===== config.mk =====
export PLATFORM = sky130hd
export DESIGN_NAME = instr_fetch
export DESIGN_NICKNAME = d
export VERILOG_FILES = /design/src/rtl/instr_fetch_pkg.sv /design/src/rtl/instr_fetch_wdog.sv /design/src/rtl/instr_fetch.sv
export SDC_FILE = /design/constraint.sdc
export NUM_CORES = 1
export LEC_CHECK = 0
export ABC_AREA = 0
export CAP_MARGIN = 25
export CORE_MARGIN = 10
export CORE_UTILIZATION = 41
export CTS_BUF_LIST = sky130_fd_sc_hd__clkbuf_16
export CTS_CLUSTER_SIZE = 10
export DETAILED_ROUTE_END_ITERATION = 6
export PLACE_DENSITY = 0.82
export SLEW_MARGIN = 5
export SYNTH_ARGS = -nofsm -noshare
export SYNTH_HDL_FRONTEND = slang
export SYNTH_SLANG_ARGS = --single-unit
export TNS_END_PERCENT = 20

===== constraint.sdc =====
create_clock -name clk -period 1.85 [get_ports clk]
set_input_delay 0.37 -clock clk [delete_from_list [all_inputs] [get_ports clk]]
set_output_delay 0.37 -clock clk [all_outputs]
set_load 0.1 [all_outputs]

===== src/rtl/instr_fetch_pkg.sv =====
// Shared definitions for the instruction fetch sequencer: default widths,
// timeout depth and the fetch FSM state encoding.
package instr_fetch_pkg;

  localparam int DEF_ADDR_W  = 9;
  localparam int DEF_DATA_W  = 16;
  localparam int DEF_TIMEOUT = 15;

  typedef enum logic [2:0] {
    ST_IDLE   = 3'd0,
    ST_SETTLE = 3'd1,
    ST_ADDR   = 3'd2,
    ST_REQ    = 3'd3,
    ST_HOLD   = 3'd4,
    ST_DRAIN  = 3'd5
  } fetch_state_t;

  // States in which a memory read is outstanding and an ack is expected.
  function automatic logic is_mem_phase(input fetch_state_t s);
    return (s == ST_REQ) || (s == ST_DRAIN);
  endfunction

endpackage


===== src/rtl/instr_fetch_wdog.sv =====
// Memory-ack watchdog: cleared on entry to a memory phase, counts ack-less
// cycles and flags expiry on the TIMEOUT-th consecutive one.
module instr_fetch_wdog
  import instr_fetch_pkg::*;
#(
  parameter int TIMEOUT = DEF_TIMEOUT
) (
  input  logic clk,
  input  logic rst,
  input  logic clr,
  input  logic tick,
  output logic expire
);

  localparam int CW = (TIMEOUT > 1) ? $clog2(TIMEOUT) : 1;
  localparam logic [CW-1:0] LAST = CW'(TIMEOUT - 1);

  logic [CW-1:0] count_reg;

  always_ff @(posedge clk) begin
    if (rst || clr) begin
      count_reg <= '0;
    end else if (tick && (count_reg != LAST)) begin
      count_reg <= count_reg + 1'b1;
    end
  end

  // Counter holds cycles already waited, so expiry fires in the TIMEOUT-th cycle.
  assign expire = tick && !clr && (count_reg == LAST);

endmodule


===== src/rtl/instr_fetch.sv =====
// Fetch sequencer between the PC and decode: reads program memory over
// req/ack, hands words to decode over valid/ready and steers the PC.
module instr_fetch
  import instr_fetch_pkg::*;
#(
  parameter int ADDR_W  = DEF_ADDR_W,
  parameter int DATA_W  = DEF_DATA_W,
  parameter int TIMEOUT = DEF_TIMEOUT
) (
  input  logic              clk,
  input  logic              rst,
  input  logic              en,
  input  logic [ADDR_W-1:0] pc_addr,
  output logic              pc_inc,
  output logic              pc_load,
  output logic [ADDR_W-1:0] pc_din,
  output logic              mem_req,
  output logic [ADDR_W-1:0] mem_addr,
  input  logic              mem_ack,
  input  logic [DATA_W-1:0] mem_rdata,
  output logic [DATA_W-1:0] ir,
  output logic [ADDR_W-1:0] ir_pc,
  output logic              ir_valid,
  input  logic              ir_ready,
  input  logic              redirect,
  input  logic [ADDR_W-1:0] redirect_addr,
  output logic              fetch_err
);

  fetch_state_t state_reg;
  logic         in_mem;
  logic         wdog_clr;
  logic         wdog_tick;
  logic         wdog_expire;

  assign in_mem    = is_mem_phase(state_reg);
  assign wdog_tick = in_mem && !mem_ack;
  // A redirect that turns REQ into DRAIN starts a fresh wait for the stale ack.
  assign wdog_clr  = !in_mem || ((state_reg == ST_REQ) && redirect && !mem_ack);

  instr_fetch_wdog #(
    .TIMEOUT(TIMEOUT)
  ) u_wdog (
    .clk   (clk),
    .rst   (rst),
    .clr   (wdog_clr),
    .tick  (wdog_tick),
    .expire(wdog_expire)
  );

  always_ff @(posedge clk) begin
    if (rst) begin
      state_reg <= ST_IDLE;
      pc_inc    <= 1'b0;
      pc_load   <= 1'b0;
      pc_din    <= '0;
      mem_req   <= 1'b0;
      mem_addr  <= '0;
      ir        <= '0;
      ir_pc     <= '0;
      ir_valid  <= 1'b0;
      fetch_err <= 1'b0;
    end else begin
      pc_inc  <= 1'b0;
      pc_load <= 1'b0;

      if (redirect) begin
        pc_load  <= 1'b1;
        pc_din   <= redirect_addr;
        ir_valid <= 1'b0;
        mem_req  <= 1'b0;
        case (state_reg)
          ST_IDLE:  state_reg <= ST_IDLE;
          // An ack still owed by memory must be swallowed in DRAIN.
          ST_REQ:   state_reg <= mem_ack ? ST_SETTLE : ST_DRAIN;
          ST_DRAIN: state_reg <= mem_ack ? ST_SETTLE : ST_DRAIN;
          default:  state_reg <= ST_SETTLE;
        endcase
      end else begin
        case (state_reg)
          ST_IDLE: begin
            if (en && !fetch_err) begin
              state_reg <= ST_ADDR;
            end
          end
          ST_SETTLE: begin
            state_reg <= ST_ADDR;
          end
          ST_ADDR: begin
            mem_addr  <= pc_addr;
            ir_pc     <= pc_addr;
            mem_req   <= 1'b1;
            state_reg <= ST_REQ;
          end
          ST_REQ: begin
            if (mem_ack) begin
              ir        <= mem_rdata;
              ir_valid  <= 1'b1;
              pc_inc    <= 1'b1;
              mem_req   <= 1'b0;
              state_reg <= ST_HOLD;
            end else if (wdog_expire) begin
              fetch_err <= 1'b1;
              mem_req   <= 1'b0;
              ir_valid  <= 1'b0;
              state_reg <= ST_IDLE;
            end
          end
          ST_HOLD: begin
            if (ir_ready) begin
              ir_valid  <= 1'b0;
              state_reg <= en ? ST_ADDR : ST_IDLE;
            end
          end
          ST_DRAIN: begin
            if (mem_ack) begin
              state_reg <= ST_ADDR;
            end else if (wdog_expire) begin
              fetch_err <= 1'b1;
              ir_valid  <= 1'b0;
              state_reg <= ST_IDLE;
            end
          end
          default: begin
            state_reg <= ST_IDLE;
          end
        endcase
      end
    end
  end

endmodule


==> results of run 1 <==
[stage by stage]
step	hold slack, ps	instance area [um^2]	setup WS [ps]	setup TNS, ps
after floorplan	462	1990	107	0
after global placement	479	3340	62.7	0
after detailed placement	485	3340	-1.97	-1.97
after CTS	494	3500	262	0
after global routing	510	3500	126	0
final	492	3500	257	0
[critical path: cells and delay by family (launching register included)]
| family | cells | cell delay, ps |
|---|---|---|
| and+or+nand+nor | 3 | 690 |
| buffers and inverters | 1 | 220 |
| AOI/OAI and AO/OA | 1 | 80 |
| DFF | 1 | 480 |
[power groups by stage]
stage | Clock [mW] | Sequential [mW] | Combinational [mW]
CTS | 1.00 | 1.04 | 0.452
detailed placement | 0 | 1.06 | 0.451
floorplan | 0 | 1.18 | 0.122
global route | 1.03 | 1.04 | 0.473
global placement | 0 | 1.06 | 0.445
finish | 0.975 | 1.04 | 0.450
[cells by family (layout without fill, tap and decap cells)]
kind of cell / count (synthesis) / count (layout)
fa+ha+maj: 2 / 2
buf+inv: 26 / 109
simple gates: 97 / 97
compound gates: 55 / 55
xor+xnor: 1 / 1
mux: 9 / 9
flops: 46 / 46
[worst min path at each step]
stage                from  cells past startpoint      end  slack, ps
floorplan             rst                      1  pc_load        460
global placement    ir[3]                      2    ir[3]        480
detailed placement  ir[6]                      2    ir[6]        490
CTS                 ir[6]                      2    ir[6]        490
global route        ir[6]                      2    ir[6]        510
finish              ir[6]                      2    ir[6]        490
[per-layer routing]
layer / share of wire (%) / vias up
met5: 0 / -
met4: 3.1 / 0
met3: 10 / 17
met2: 49 / 96
met1: 38 / 909
li1: - / 947
[area by class of cell]
type,instances,area [um^2],share of cell area (%)
Multi-Input combinational cell,164,901,25.7
Inverter,3,11.3,0.322
Timing Repair Buffer,98,1420,40.6
Tap cell,67,83.8,2.39
Sequential cell,46,921,26.3
Clock inverter,3,37.5,1.07
Clock buffer,5,125,3.57
[cell usage in the layout, fill, tap and decap left out, drive strengths merged, types with 3 or more instances in the layout]
cell type | synthesis | routed
nand2 | 54 | 54
inv | 3 | 5
a22oi | 3 | 3
buf | 20 | 59
nor2 | 21 | 21
clkbuf | 3 | 5
dfxtp | 46 | 46
a21oi | 34 | 34
mux2i | 9 | 9
or3 | 3 | 3
nand2b | 6 | 6
clkdlybuf4s50 | 0 | 39
o21ai | 6 | 6
o2bb2ai | 3 | 3
nor3 | 5 | 5
a211oi | 3 | 3
==> results.md, run 1 <==
Logic synthesis:
- Of the total synthesized cell area, the portion taken by full adders, half adders and majority gates is 1.26%.
- The biggest area contributor in the post-synthesis netlist is dfxtp_1.
- Summing the areas of all compound-gate instances in the mapped netlist gives 16.9% of the synthesized area.
- After synthesis, the netlist uses 38 different library cells.
- In the synthesized netlist, mux cells make up 4.53% of the area.
- By area the synthesized netlist is led by dfxtp_1, nand2_1, a21oi_1.
- The number of warning messages in the yosys log is 0.
- The most common cell in the synthesized netlist is nand2_1.
- In the synthesized netlist, the cells that appear most often are nand2_1, dfxtp_1, a21oi_1.
- Counting flops and latches in the post-synthesis netlist gives 46.
- The number of nets produced by synthesis is 278.
- The async set or reset register ratio after synthesis is 0%.
- The top cell type by area accounts for 46.3% of the synthesized area.
- Synthesis produced a netlist whose cell count is 236.
- The number of synthesized flops with an enable pin is 0.
- After synthesis, the largest family of logic cells by area is simple AND/OR/NAND/NOR gates.
- The cell area that synthesis handed to floorplanning was 0.00199 mm^2.
- The most used flip-flop cell after synthesis is dfxtp_1.
- The proportion of synthesized chip area in sequential cells is 46.3%.
- The synthesized netlist devotes 22.2% of its cell area to simple gates.
- The mean area per synthesized cell is 8.42 um^2.
- The area share of xor/xnor cells in the synthesized design is 0.441%.

Drt:
- After detailed routing, the number of vias per cell comes to 5.10.
- In this run the remaining antenna-violating nets after routing total 0.
- After detailed routing, the number of remaining DRC violations is 0.
- The routed design has 6110 um of wire.
- For this block, the via count after detailed routing is 1969.
- Before antenna repair, the detailed router went through 4 iterations.
- The detailed router finished its first iteration with 83 violations.
- The routed wire length per instance is 15.8 um.

Clock network:
- The number of clock buffers added by TritonCTS is 5.
- The number of clock sinks is 46.
- The clock latency of the later-clocked register in the worst-skew pair is 280 ps.
- Gates resized during post-CTS repair numbered 0.
- The depth of the CTS H-tree is 2.
- The tree is rooted in a clkbuf_16.
- Post-CTS timing repair inserted 0 buffers for setup.
- Clock-pin slew was measured on the worst setup and hold paths at 60 ps.
- In this run, post-CTS hold repair placed 0 buffers.
- The buffer depth of the longest clock path is 2.
- TritonCTS built the clock tree.

Worst setup path:
- The data required time at the worst endpoint is 2000 ps.
- The largest stage delay on the critical path is 480 ps.
- The endpoint identified for the worst register-to-register timing path is ir[10].
- Data arrives at the worst endpoint at 1750 ps.
- The critical path is of the reg -> reg type.
- Following the worst setup path forward leads to its endpoint at ir[10].
- The largest driver fanout on the critical path is 17.
- The slowest stage of the critical path belongs to the cell dfxtp_1.
- The worst setup path is captured at a flop.
- Setup slack on the worst reg-to-reg path comes out at 260 ps.
- Measured in cells, the most critical reg-to-reg path has a length of 5.
- The critical path goes through nand2b_4 > or3_1 > buf_4 > nand2_1 > a21oi_1.
- In this run the worst setup path begins at state_reg[1].
- The kind of start point of the critical path is a flop.
- The origin of the critical flop-to-flop path is state_reg[1].

Global routing:
- The global route total overflow is 0.
- Global routing used 16.7% of the available met1 tracks.
- The fraction of met2 tracks used by global routing is 25.4%.
- The via count of the first global-routing pass is 1968.
- The first global-routing pass estimated 9460 um of wire.
- The initial antenna violation count is 0.
- The fraction of met3 tracks used by global routing is 5.23%.
- The maximum number of pins on one net before global-route repair is 22.
- The busiest metal layer after global routing is met2.
- The total routing resource utilization after global routing is 15.1%.

Timing:
- Setup repair after global routing left no endpoint under its margin.
- The worst setup skew after layout is 5.32 ps.
- After layout, the minimum clock period comes to 1590 ps.
- The final critical-path share of the clock period is 86.1%.
- Derived from the worst setup path, the maximum achievable clock frequency is 0.628 GHz.
- The final number of hold-violating endpoints is 0.
- Measured against its own limit, the worst slew margin works out to 73.6%.
- Setup violations remaining at the end of the flow were counted as 0.
- The max-slew violation count is 0.
- At the pin with the least slew margin, the transition time is 396 ps.

Power and ir drop:
- The switching part of the total power is 25.6%.
- Combinational logic is responsible for 18.3% of the overall power.
- IR analysis of the VDD net gives a maximum drop of 0.000540 V.
- The total net switching power is 0.630 mW.
- The fraction of power consumed by the clock network is 39.6%.
- The portion of total power attributed to sequential cells is 42.1%.
- The total power is 2.46 mW.
- The power density over the cells is 703 mW/mm^2.
- In this run the static leakage power is 1.31 nW.
- The internal power of the cells totals 1.83 mW.

Cells and area:
- Excluding fillers, the count of instances in the completed layout stands at 386.
- The utilization after layout is 74.1%.
- The register with the most flip-flops in the layout has 16 of them.
- For this run, the post-layout net count is 360.
- From synthesis to final layout, the design area changed by 76.2%.
- The top register by number of flip-flops is ir.
- Of the cells placed in the final design, the portion with a size suffix greater than 1 is 22.3%.
- In the final layout, the registers with the most flip-flops are ir (16), ir_pc (9), pc_din (9).
- The number of antenna diodes in the final layout is 0.
- The count of fill cells added during filler insertion is 343.

Status:
- The run finished with clean final reports.

Floorplanning:
- The area of the die is 0.00803 mm^2.
- The I/O pin total is 88.
- Once the floorplan was initialized, standard cells occupied 42.1% of the core.
- The floorplan has 25 rows.
- The core area is 0.00472 mm^2.
- The die width is 89.6 um.
- The die height is 89.6 um.

Placement:
- The global placement routability congestion is 0.897.
- After detailed placement, the design holds a cell count of 378.
- The quantity of I/O buffers inserted on ports is 87.
- After legalization and detailed placement, the total HPWL measured 4800 um.

Run:
- Max-cap violations in this run came to 0.

Hold path:
- The worst hold path belongs to the class reg -> reg.
No activity file was read; power rests on OpenSTA's default activity.
==> run 2: changes to the inputs <==
==> constraint.sdc (replaced) <==
create_clock -name clk -period 1.85 [get_ports clk]
set_input_delay 0.37 -clock clk [delete_from_list [all_inputs] [get_ports clk]]
set_output_delay 0.37 -clock clk [all_outputs]
set_load 0.005 [all_outputs]
==> run 2 against run 1 <==
  * Setup slack improved by 16 ps
  * Sequential share of layout area is 4.3 points higher
  * Combinational power is 49% lower
  * Global-route usage decreased by 1.7 points
  * Critical path depth decreased by 1
  * Clock skew decreased by 1.8 ps
  * Via count fell by 4.5%
  * Total power down 16%
  * Count of clock-buffer cells in the layout unchanged
==> results.md, run 2 (same netlist as run 1, synthesis figures left out) <==
Status:
- The run finished with clean final reports.

Clock network:
- The depth of the CTS H-tree came to 2 (unchanged).
- In this run the clock root is driven by a clkbuf_16.
- The count of buffers added by post-CTS timing repair for setup came to 0 (unchanged).
- The number of clock sinks is 46 (unchanged).
- The CTS tree is yes.
- The clock slew seen by the registers of the worst setup and hold paths was 60 ps (about the same).
- The number of resized instances in the post-cts repair step was 0 (unchanged).
- The buffer depth of the longest clock path is 2 (unchanged).
- The clock buffer count from CTS came to 5 (unchanged).
- The total of hold buffers inserted after clock tree synthesis was 0 (unchanged).
- The clock latency of the later-clocked register in the worst-skew pair is 280 ps (about the same).

Worst setup path:
- The largest driver fanout on the critical path is 14 (-3).
- The critical path capture point type is a flop.
- The critical path in this run is classified as reg -> reg.
- The total buffers and inverters traversed by the critical path was 0 (-1).
- The data required time at the worst endpoint is 2050 ps (+50 ps).
- The largest stage delay on the critical path came to 590 ps (+110 ps).
- The critical path's slowest cell is dfxtp_1.
- The setup slack on the worst flop-to-flop path is 270 ps (+20 ps).
- The cell family contributing the most delay on the critical path is compound AO/OA/AOI/OAI gates.
- The data arrival at the endpoint of the critical path is 1770 ps (+20 ps).
- The worst setup path is launched from a flop.
- The critical path goes through nand2b_1 > a21oi_2 > a41oi_1 > a211oi_1.

Timing:
- The setup TNS is 0 ps (unchanged).
- The final number of hold-violating endpoints is 0 (unchanged).
- The max-slew violation count is 0 (unchanged).
- The worst setup skew after layout is 3.49 ps (-1.83 ps).
- The actual slew at the worst max-slew pin came to 440 ps (+43.6 ps).
- The final critical-path share of the clock period came to 85.2% (-0.86 points).
- The final count of negative-setup-slack endpoints is 0 (unchanged).
- The worst slew margin relative to its limit is 70.6% (-2.9 points).
- Setup repair after global routing left no endpoint under its margin.
- The time the worst path needs with I/O delays and setup is 1580 ps (-15.8 ps).
- The achievable frequency is 0.634 GHz (+1.0%).

Drt:
- The average vias per placed instance is 4.91 (-3.8%).
- The via count is 1880 (-4.5%).
- The detailed-router iteration count before antenna repair came to 5 (+1).
- The number of remaining DRC errors is 0 (unchanged).
- The routed wire length per instance is 14.1 um (-11%).
- The aggregate routed wire length is 5420 um (-11%).
- The residual antenna-violating net count after detailed routing is 0 (unchanged).
- The detailed router's first-iteration violation count is 77 (-7.2%).

Cells and area:
- The top register by number of flip-flops is ir.
- The library cells used most frequently in the layout, excluding fill and tap cells, are clkdlybuf4s50_1, nand2_1, dfxtp_1.
- The cell area after layout is 0.00300 mm^2 (-14%).
- The proportion of layout cells with a drive suffix above 1 came to 6.65% (-16 points).
- The number of flip-flops in the largest register is 16 (unchanged).
- The number of antenna repair diodes is 0 (unchanged).
- The number of nets at the end of the flow was 359 (-0.28%).
- The area growth from synthesis to layout is 51.2%.
- The utilization after layout is 63.6% (-11 points).
- The largest registers in the layout are ir (16), ir_pc (9), pc_din (9).
- Leaving out fill and tap cells, the most frequent cell in the layout is clkdlybuf4s50_1.

Global routing:
- The maximum number of pins on one net before global-route repair is 21 (-4.5%).
- The initial antenna violation count is 0 (unchanged).
- The wire length of the first global-routing pass is 8430 um (-11%).
- The global route total overflow is 0 (unchanged).
- The total routing resource utilization after global routing came to 13.3% (-1.7 points).
- The via count of the first global-routing pass was 1790 (-9.0%).

Power and ir drop:
- The worst vdd rail ir drop is 0.000402 V (-25%).
- The power density over the cells is 688 mW/mm^2 (-2.2%).
- The standby leakage power is 1.06 nW (-19%).

Placement:
- The quantity of I/O buffers inserted on ports is 87 (unchanged).
- The detailed placement HPWL came to 4180 um (-13%).
- The placement-stage cell area is 0.00288 mm^2 (-14%).
- The global placement routability congestion is 0.848 (-5.4%).

Floorplanning:
- The I/O pin total is 88 (unchanged).
- The initial core utilization is 42.1% (unchanged).
- The core area is 0.00472 mm^2 (unchanged).
- The die height is 89.6 um (unchanged).
- The die width was 89.6 um (unchanged).
- The area of the die is 0.00803 mm^2 (unchanged).
- The number of standard-cell rows in the floorplan is 25 (unchanged).

Run:
- The number of max-cap violations is 0 (unchanged).

Hold path:
- The class of the worst hold path is reg -> reg.
==> run 2: changes by cell type in the layout (fill, tap and decap cells not counted) <==
cell,change
buf_12,-46
buf_4,-3
bufinv_16,-1
clkdlybuf4s50_1,+48
clkinv_1,+1
inv_1,-2
==> run 2: where the power goes <==
part / internal [mW] / total (mW) / leakage [nW] / switching, mW
registers: 1.01 / 1.03 / 0.373 / 0.0140
logic: 0.147 / 0.229 / 0.624 / 0.0816
clock network: 0.480 / 0.812 / 0.0632 / 0.332
==> run 2: worst reg2reg max path, stage by stage (launching register included) <==
cell and delay (ps):
dfxtp_1 590, nand2b_1 280, a21oi_2 260, a41oi_1 150, a211oi_1 210
==> run 2: path summary, 6_finish.rpt <==
check | from | to | cells after the start
worst max-delay path | state_reg[0] | u_wdog.count_reg[3] | 4
worst min-delay path | ir[9] | ir[9] | 2
worst max register to register | state_reg[0] | u_wdog.count_reg[3] | 4
worst min register to register | ir[9] | ir[9] | 2
==> run 2: final cells by class <==
type	instances	area, um^2
Tap cell	67	83.8
Inverter	3	11.3
Multi-Input combinational cell	164	901
Clock buffer	5	125
Sequential cell	46	921
Fill cell	410	1720
Timing Repair Buffer	97	958
Clock inverter	1	3.75
==> run 2: through the flow <==
stage                     std cells  power, mW  setup slack [ps]  hold WS, ps
after floorplan                 236       1.13               393          453
after global placement          377       1.27              38.5          441
after detailed placement        377       1.28              30.3          445
after CTS                       383       2.10               290          454
after global routing            383       2.15               138          481
final                           383       2.07               273          453
==> run 2: per-layer routing <==
metal  GRT usage [%]  wire length [um]
met4            3.47                30
met3            6.23               739
met5               0                 0
met1            15.5              2170
met2            21.6              2480
